**src/rtl/regbank_pkg.sv**
```systemverilog
// Shared register-bank definitions: widths, register count and the
// write-back arbiter preference states.
package regbank_pkg;

    localparam int DATA_W   = 16;
    localparam int ADDR_W   = 3;
    localparam int NUM_REGS = 2 ** ADDR_W;

    // Which requester wins when both ask in the same cycle.
    typedef enum logic {
        PREF_ALU = 1'b0,
        PREF_MEM = 1'b1
    } arb_state_t;

endpackage

```
**src/rtl/rr_arbiter2.sv**
```systemverilog
// Two-requester alternating-priority arbiter.
// Bit 0 is the ALU requester, bit 1 is the load requester.
// The grant is combinational from the requests and the held preference.
module rr_arbiter2
    import regbank_pkg::*;
(
    input  logic       clock,
    input  logic       reset,
    input  logic [1:0] request,
    output logic [1:0] grant
);

    arb_state_t state_reg;
    arb_state_t state_next;

    // Preference register; reset makes the ALU the first favourite.
    always_ff @(posedge clock) begin
        if (reset) begin
            state_reg <= PREF_ALU;
        end else begin
            state_reg <= state_next;
        end
    end

    // Hand the preference to the requester that did not just win.
    always_comb begin
        state_next = state_reg;
        if (grant[0]) begin
            state_next = PREF_MEM;
        end else if (grant[1]) begin
            state_next = PREF_ALU;
        end
    end

    // A lone request is always granted; a tie goes to the favourite.
    always_comb begin
        grant = 2'b00;
        case (request)
            2'b01:   grant = 2'b01;
            2'b10:   grant = 2'b10;
            2'b11:   grant = (state_reg == PREF_ALU) ? 2'b01 : 2'b10;
            default: grant = 2'b00;
        endcase
    end

endmodule

```
**src/rtl/regfile_write_scheduler.sv**
```systemverilog
// Register-file write-back scheduler: arbitrates ALU and load results onto
// the single bank write port (one-cycle latency), tracks pending
// destinations in a busy scoreboard and flags read-after-write hazards.
module regfile_write_scheduler #(
    parameter int DATA_W = regbank_pkg::DATA_W,
    parameter int ADDR_W = regbank_pkg::ADDR_W
) (
    input  logic              clock,
    input  logic              reset,
    input  logic              alu_valid,
    output logic              alu_ready,
    input  logic [ADDR_W-1:0] alu_rd,
    input  logic [DATA_W-1:0] alu_data,
    input  logic              mem_valid,
    output logic              mem_ready,
    input  logic [ADDR_W-1:0] mem_rd,
    input  logic [DATA_W-1:0] mem_data,
    input  logic              issue_valid,
    input  logic [ADDR_W-1:0] issue_rd,
    input  logic [ADDR_W-1:0] rs,
    input  logic [ADDR_W-1:0] rt,
    output logic              stall,
    output logic              RegWrite,
    output logic [ADDR_W-1:0] rd,
    output logic [DATA_W-1:0] dataToWrite,
    output logic [15:0]       write_count
);

    localparam int NREGS = 2 ** ADDR_W;

    logic [1:0]        request;
    logic [1:0]        grant;
    logic              xfer;
    logic [ADDR_W-1:0] xfer_rd;
    logic [DATA_W-1:0] xfer_data;

    logic              regwrite_reg;
    logic [ADDR_W-1:0] rd_reg;
    logic [DATA_W-1:0] data_reg;
    logic [15:0]       count_reg;
    logic [NREGS-1:0]  busy;

    // Requests are masked during reset so neither channel sees ready.
    assign request = {mem_valid, alu_valid} & {2{~reset}};

    rr_arbiter2 u_arb (
        .clock   (clock),
        .reset   (reset),
        .request (request),
        .grant   (grant)
    );

    assign alu_ready = grant[0];
    assign mem_ready = grant[1];
    assign xfer      = (alu_valid & alu_ready) | (mem_valid & mem_ready);
    assign xfer_rd   = alu_ready ? alu_rd   : mem_rd;
    assign xfer_data = alu_ready ? alu_data : mem_data;

    // Bank write port: register the accepted transfer; rd/data hold when idle.
    always_ff @(posedge clock) begin
        if (reset) begin
            regwrite_reg <= 1'b0;
            rd_reg       <= '0;
            data_reg     <= '0;
        end else begin
            regwrite_reg <= xfer;
            if (xfer) begin
                rd_reg   <= xfer_rd;
                data_reg <= xfer_data;
            end
        end
    end

    // Completed-write counter; advances at the end of every write cycle.
    always_ff @(posedge clock) begin
        if (reset) begin
            count_reg <= 16'd0;
        end else if (regwrite_reg) begin
            count_reg <= count_reg + 16'd1;
        end
    end

    // Busy scoreboard, one bit per register; a new issue beats a retire.
    genvar gi;
    generate
        for (gi = 0; gi < NREGS; gi++) begin : g_busy
            logic set_hit;
            logic clr_hit;
            logic bit_reg;

            assign set_hit = issue_valid && (issue_rd == ADDR_W'(gi));
            assign clr_hit = xfer && (xfer_rd == ADDR_W'(gi));

            // Set on issue, clear on write-back transfer, set dominates.
            always_ff @(posedge clock) begin
                if (reset) begin
                    bit_reg <= 1'b0;
                end else if (set_hit) begin
                    bit_reg <= 1'b1;
                end else if (clr_hit) begin
                    bit_reg <= 1'b0;
                end
            end

            assign busy[gi] = bit_reg;
        end
    endgenerate

    // Hazard lookup straight from the registered scoreboard (no bypass).
    assign stall       = busy[rs] | busy[rt];

    assign RegWrite    = regwrite_reg;
    assign rd          = rd_reg;
    assign dataToWrite = data_reg;
    assign write_count = count_reg;

endmodule

```
**config.mk**
```make
export PLATFORM = sky130hd
export DESIGN_NAME = regfile_write_scheduler
export DESIGN_NICKNAME = d
export VERILOG_FILES = /design/src/rtl/regbank_pkg.sv /design/src/rtl/rr_arbiter2.sv /design/src/rtl/regfile_write_scheduler.sv
export SDC_FILE = /design/constraint.sdc
export NUM_CORES = 1
export LEC_CHECK = 0
export ABC_AREA = 0
export CORE_MARGIN = 5
export CORE_UTILIZATION = 40
export CTS_CLUSTER_DIAMETER = 120
export DETAILED_ROUTE_END_ITERATION = 8
export DONT_BUFFER_PORTS = 1
export SYNTH_ARGS = -nofsm -noshare
export SYNTH_HDL_FRONTEND = slang
export SYNTH_HIERARCHICAL = 1
export SYNTH_SLANG_ARGS = --single-unit
```
**constraint.sdc**
```tcl
create_clock -name clock -period 2.5 [get_ports clock]
set_input_delay 0.375 -clock clock [delete_from_list [all_inputs] [get_ports clock]]
set_output_delay 0.375 -clock clock [all_outputs]
set_load 0.01 [all_outputs]
```
==> impl_results.md <==
* Worst hold path class: in -> reg
* Ant diodes at 0
* Nets at about 300
* GR met3 Demand/Resource at between 6 and 7%
* Vias at between 1500 and 2000
* HP Start: reset
* HPWL Detailed at approximately 3.8 mm
* P_sw at 330 uW
* Port Buffers at 0
* Initial Util at 41.4%
* Worst path required time at ~2.7 ns
* CTS sink cnt at 45
* Clock skew at a little over 0.006 ns
* Register area share after synthesis at around two fifths
* Clock slew at reported path FFs at approximately 0.080 ns
* Pre-CTS setup slack at around 0.58 ns
* Synth Area per Inst at 9.30 sq um
* Ys async rst share at 0%
* Critical path launch point type: register
* Via-per-instance ratio at approximately 5.6
* Root buffer cell: clkbuf_8
* Routability cong. at between 0.7 and 0.8
* Die ar. at 7310 sq um
* Multi-input combinational cell area at 1290 sq um
* Hold bufs inserted after CTS at 0
* TNS Setup at 0 ns
* Flop pwr share at 57.4%
* Hold path endpoint: dataToWrite[12]$_SDFFE_PP0P_
* Setup CP Type: reg -> reg
* Remaining Overflow, GRT at 0
* GRT Total Usage at between 10% and 20%
* Largest net degree at the start of global routing at 54
* TritonCTS clock tree: yes
* Mapped Area at 2280 sq um
* Max Buffers Root-to-Sink at 2
* Reg2Reg Depth at 4
* Most common cell after layout, fill and taps aside: dfxtp_1
* Leakage power at between 0.0008 and 0.0009 uW
* Synth cell types at 39
* Comb pwr share at around a tenth
* Reg2Reg Capture Point: write_count[12]$_SDFFE_PP0P_
* Core region area at roughly 5500 sq um
* DRC violations left at 0
* P&R area growth vs syn at 7.03%
* Antenna violations before repair at 0
* Post-route cell area at ~2400 sq um
* R2R Setup Slk at between 0.7 and 0.8 ns
* Area leader, netlist: dfxtp_1
* Crit Path Max Fanout at 6
* Die W at roughly 85 um
* Switching part of the total at approximately a quarter
* Worst ir drop on vdd at ~0.00025 V
* Vias in the first global route at around 1600
* H-Tree Depth at 2
* Die height at approximately 85 um
* Yosys synthesis warning count at 6
* Post-CTS setup buffers at 0
* Most frequent cells in the layout: 45 x dfxtp_1, 39 x nor2_1, 27 x a211oi_1
* FP Rows at 27
* Clock Latency Late Sink at 0.29 ns
* DRT Wirelength at a little over 5 mm
* Internal at just over 1000 uW
* Post_cts resized at 0
* Layout cell share with drive strength beyond 1 at ~11%
* Hold Path Cell Cnt at 1
* Post-synth EDFFs at 0
* Area fraction of the dominant cell type after synthesis at 39.5%
* Reg2reg start: write_count[0]$_SDFFE_PP0P_
* Max Cap Violations at 0
* Final hold vios at 0
* Worst EP arrival at 1.93 ns
* Power per cell area at ~560 nW/um^2
* GR peak layer: met2
* Post-route ant nets at 0
* Final core utilization at about 44%
* Final Critical Period at 1.75 ns
* Total chip power at roughly 1400 uW
* Iteration-0 DRC Markers at between 70 and 80
* GR Util met2 at 21.5%
* Placed cell areas at 2350 sq um
* Clk pwr share at 32.4%
* Sequential Area at about 900 sq um
* Ys flop type: dfxtp_1
* Post-synthesis register bit count at 45
* Top Ports at 91
* Top cells by area, synth: dfxtp_1 40%, mux2i_1 9.2%, a211oi_1 8.9%, nor2_1 6.4%, mux4_2 4.0%
* Final setup vio count at 0
* Run status: complete, no violations
* Routed WL per cell at between 15 and 20 um
* Fin worst setup slack at 0.749 ns
* Mapped Cells at between 200 and 250
* First-pass GRT wire length at just over 8 mm
* 1st-pass router iterations at 4
* Unrepaired setup endpoints after global routing: false
* FILL cells at between 500 and 600
* CTS Buf Count at 5
* Setup crit end kind: register
* F_max at approximately 0.57 GHz
* Net Count, Synth at around 300
* Slew HR at roughly 64%
* Slew Viols, Final at 0
* Worst-Margin Slew at 0.538 ns
* Fin crit share at 70.0%
* Met1 Use GR at 17.0%
per-layer routing:
layer  vias to the layer above  wire length (um)
li1                        916                 -
met1                       801              2240
met2                        53              2320
met3                         4               499
met4                         0                55
met5                         -                 0
power by group through the flow:
| stage | sequential [uW] | clock (uW) | combinational (uW) |
|---|---|---|---|
| 4_1_cts | 787 | 467 | 141 |
| 3_5_place_dp | 804 | 0 | 141 |
| 5_1_grt | 791 | 503 | 156 |
| 3_3_place_gp | 804 | 0 | 138 |
| 2_1_floorplan | 794 | 0 | 128 |
| 6_report | 786 | 444 | 139 |
worst max-delay path: stages, from the launching register on:
cell and delay (ns):
dfxtp_1 0.49, ha_1 0.32, inv_1 0.11, nor4_1 0.36, mux2_1 0.36
synth_stat cells, drive strengths merged, types with 2 or more instances:
| master | instances |
|---|---|
| a211oi | 27 |
| a21boi | 2 |
| a21oi | 14 |
| and4b | 3 |
| buf | 11 |
| clkbuf | 4 |
| dfxtp | 45 |
| inv | 4 |
| mux2 | 6 |
| mux2i | 21 |
| mux4 | 4 |
| nand2 | 8 |
| nand3 | 3 |
| nand3b | 3 |
| nand4 | 7 |
| nor2 | 39 |
| nor2b | 9 |
| nor4 | 6 |
| nor4bb | 3 |
| o21ai | 2 |
| o31ai | 3 |
| or3 | 3 |
| or3b | 3 |
| or4 | 3 |
| xor2 | 3 |
through the flow:
| step | hold slack (ns) | instances |
|---|---|---|
| floorplan | 0.451 | 245 |
| detailed placement | 0.453 | 309 |
| global placement | 0.450 | 309 |
| global route | 0.126 | 316 |
| finish | 0.158 | 316 |
| CTS | 0.135 | 316 |
final cells by class:
class,instances,share of cell area [%]
clock buffer,7,3.54
inverter,4,0.616
multi-input combinational,181,53.1
timing repair buffer,7,2.15
tap,72,3.69
sequential,45,36.9
worst max path at each step:
stage,from,to,slack [ns]
CTS,g_busy[6].bit_reg$_SDFFE_PP0P_,stall,0.78
global placement,mem_valid,g_busy[6].bit_reg$_SDFFE_PP0P_,0.60
floorplan,reset,dataToWrite[10]$_SDFFE_PP0P_,0.03
detailed placement,mem_valid,g_busy[6].bit_reg$_SDFFE_PP0P_,0.58
global route,write_count[0]$_SDFFE_PP0P_,write_count[12]$_SDFFE_PP0P_,0.63
finish,write_count[0]$_SDFFE_PP0P_,write_count[12]$_SDFFE_PP0P_,0.75
kinds of logic after synthesis:
kind of cell / share of synthesized area, %
compound gates: 15.1
xor+xnor: 1.54
fa+ha+maj: 0.549
buf+inv: 4.17
flops: 39.5
mux: 16.1
simple gates: 23.0
(Power assumes the default switching activity.)
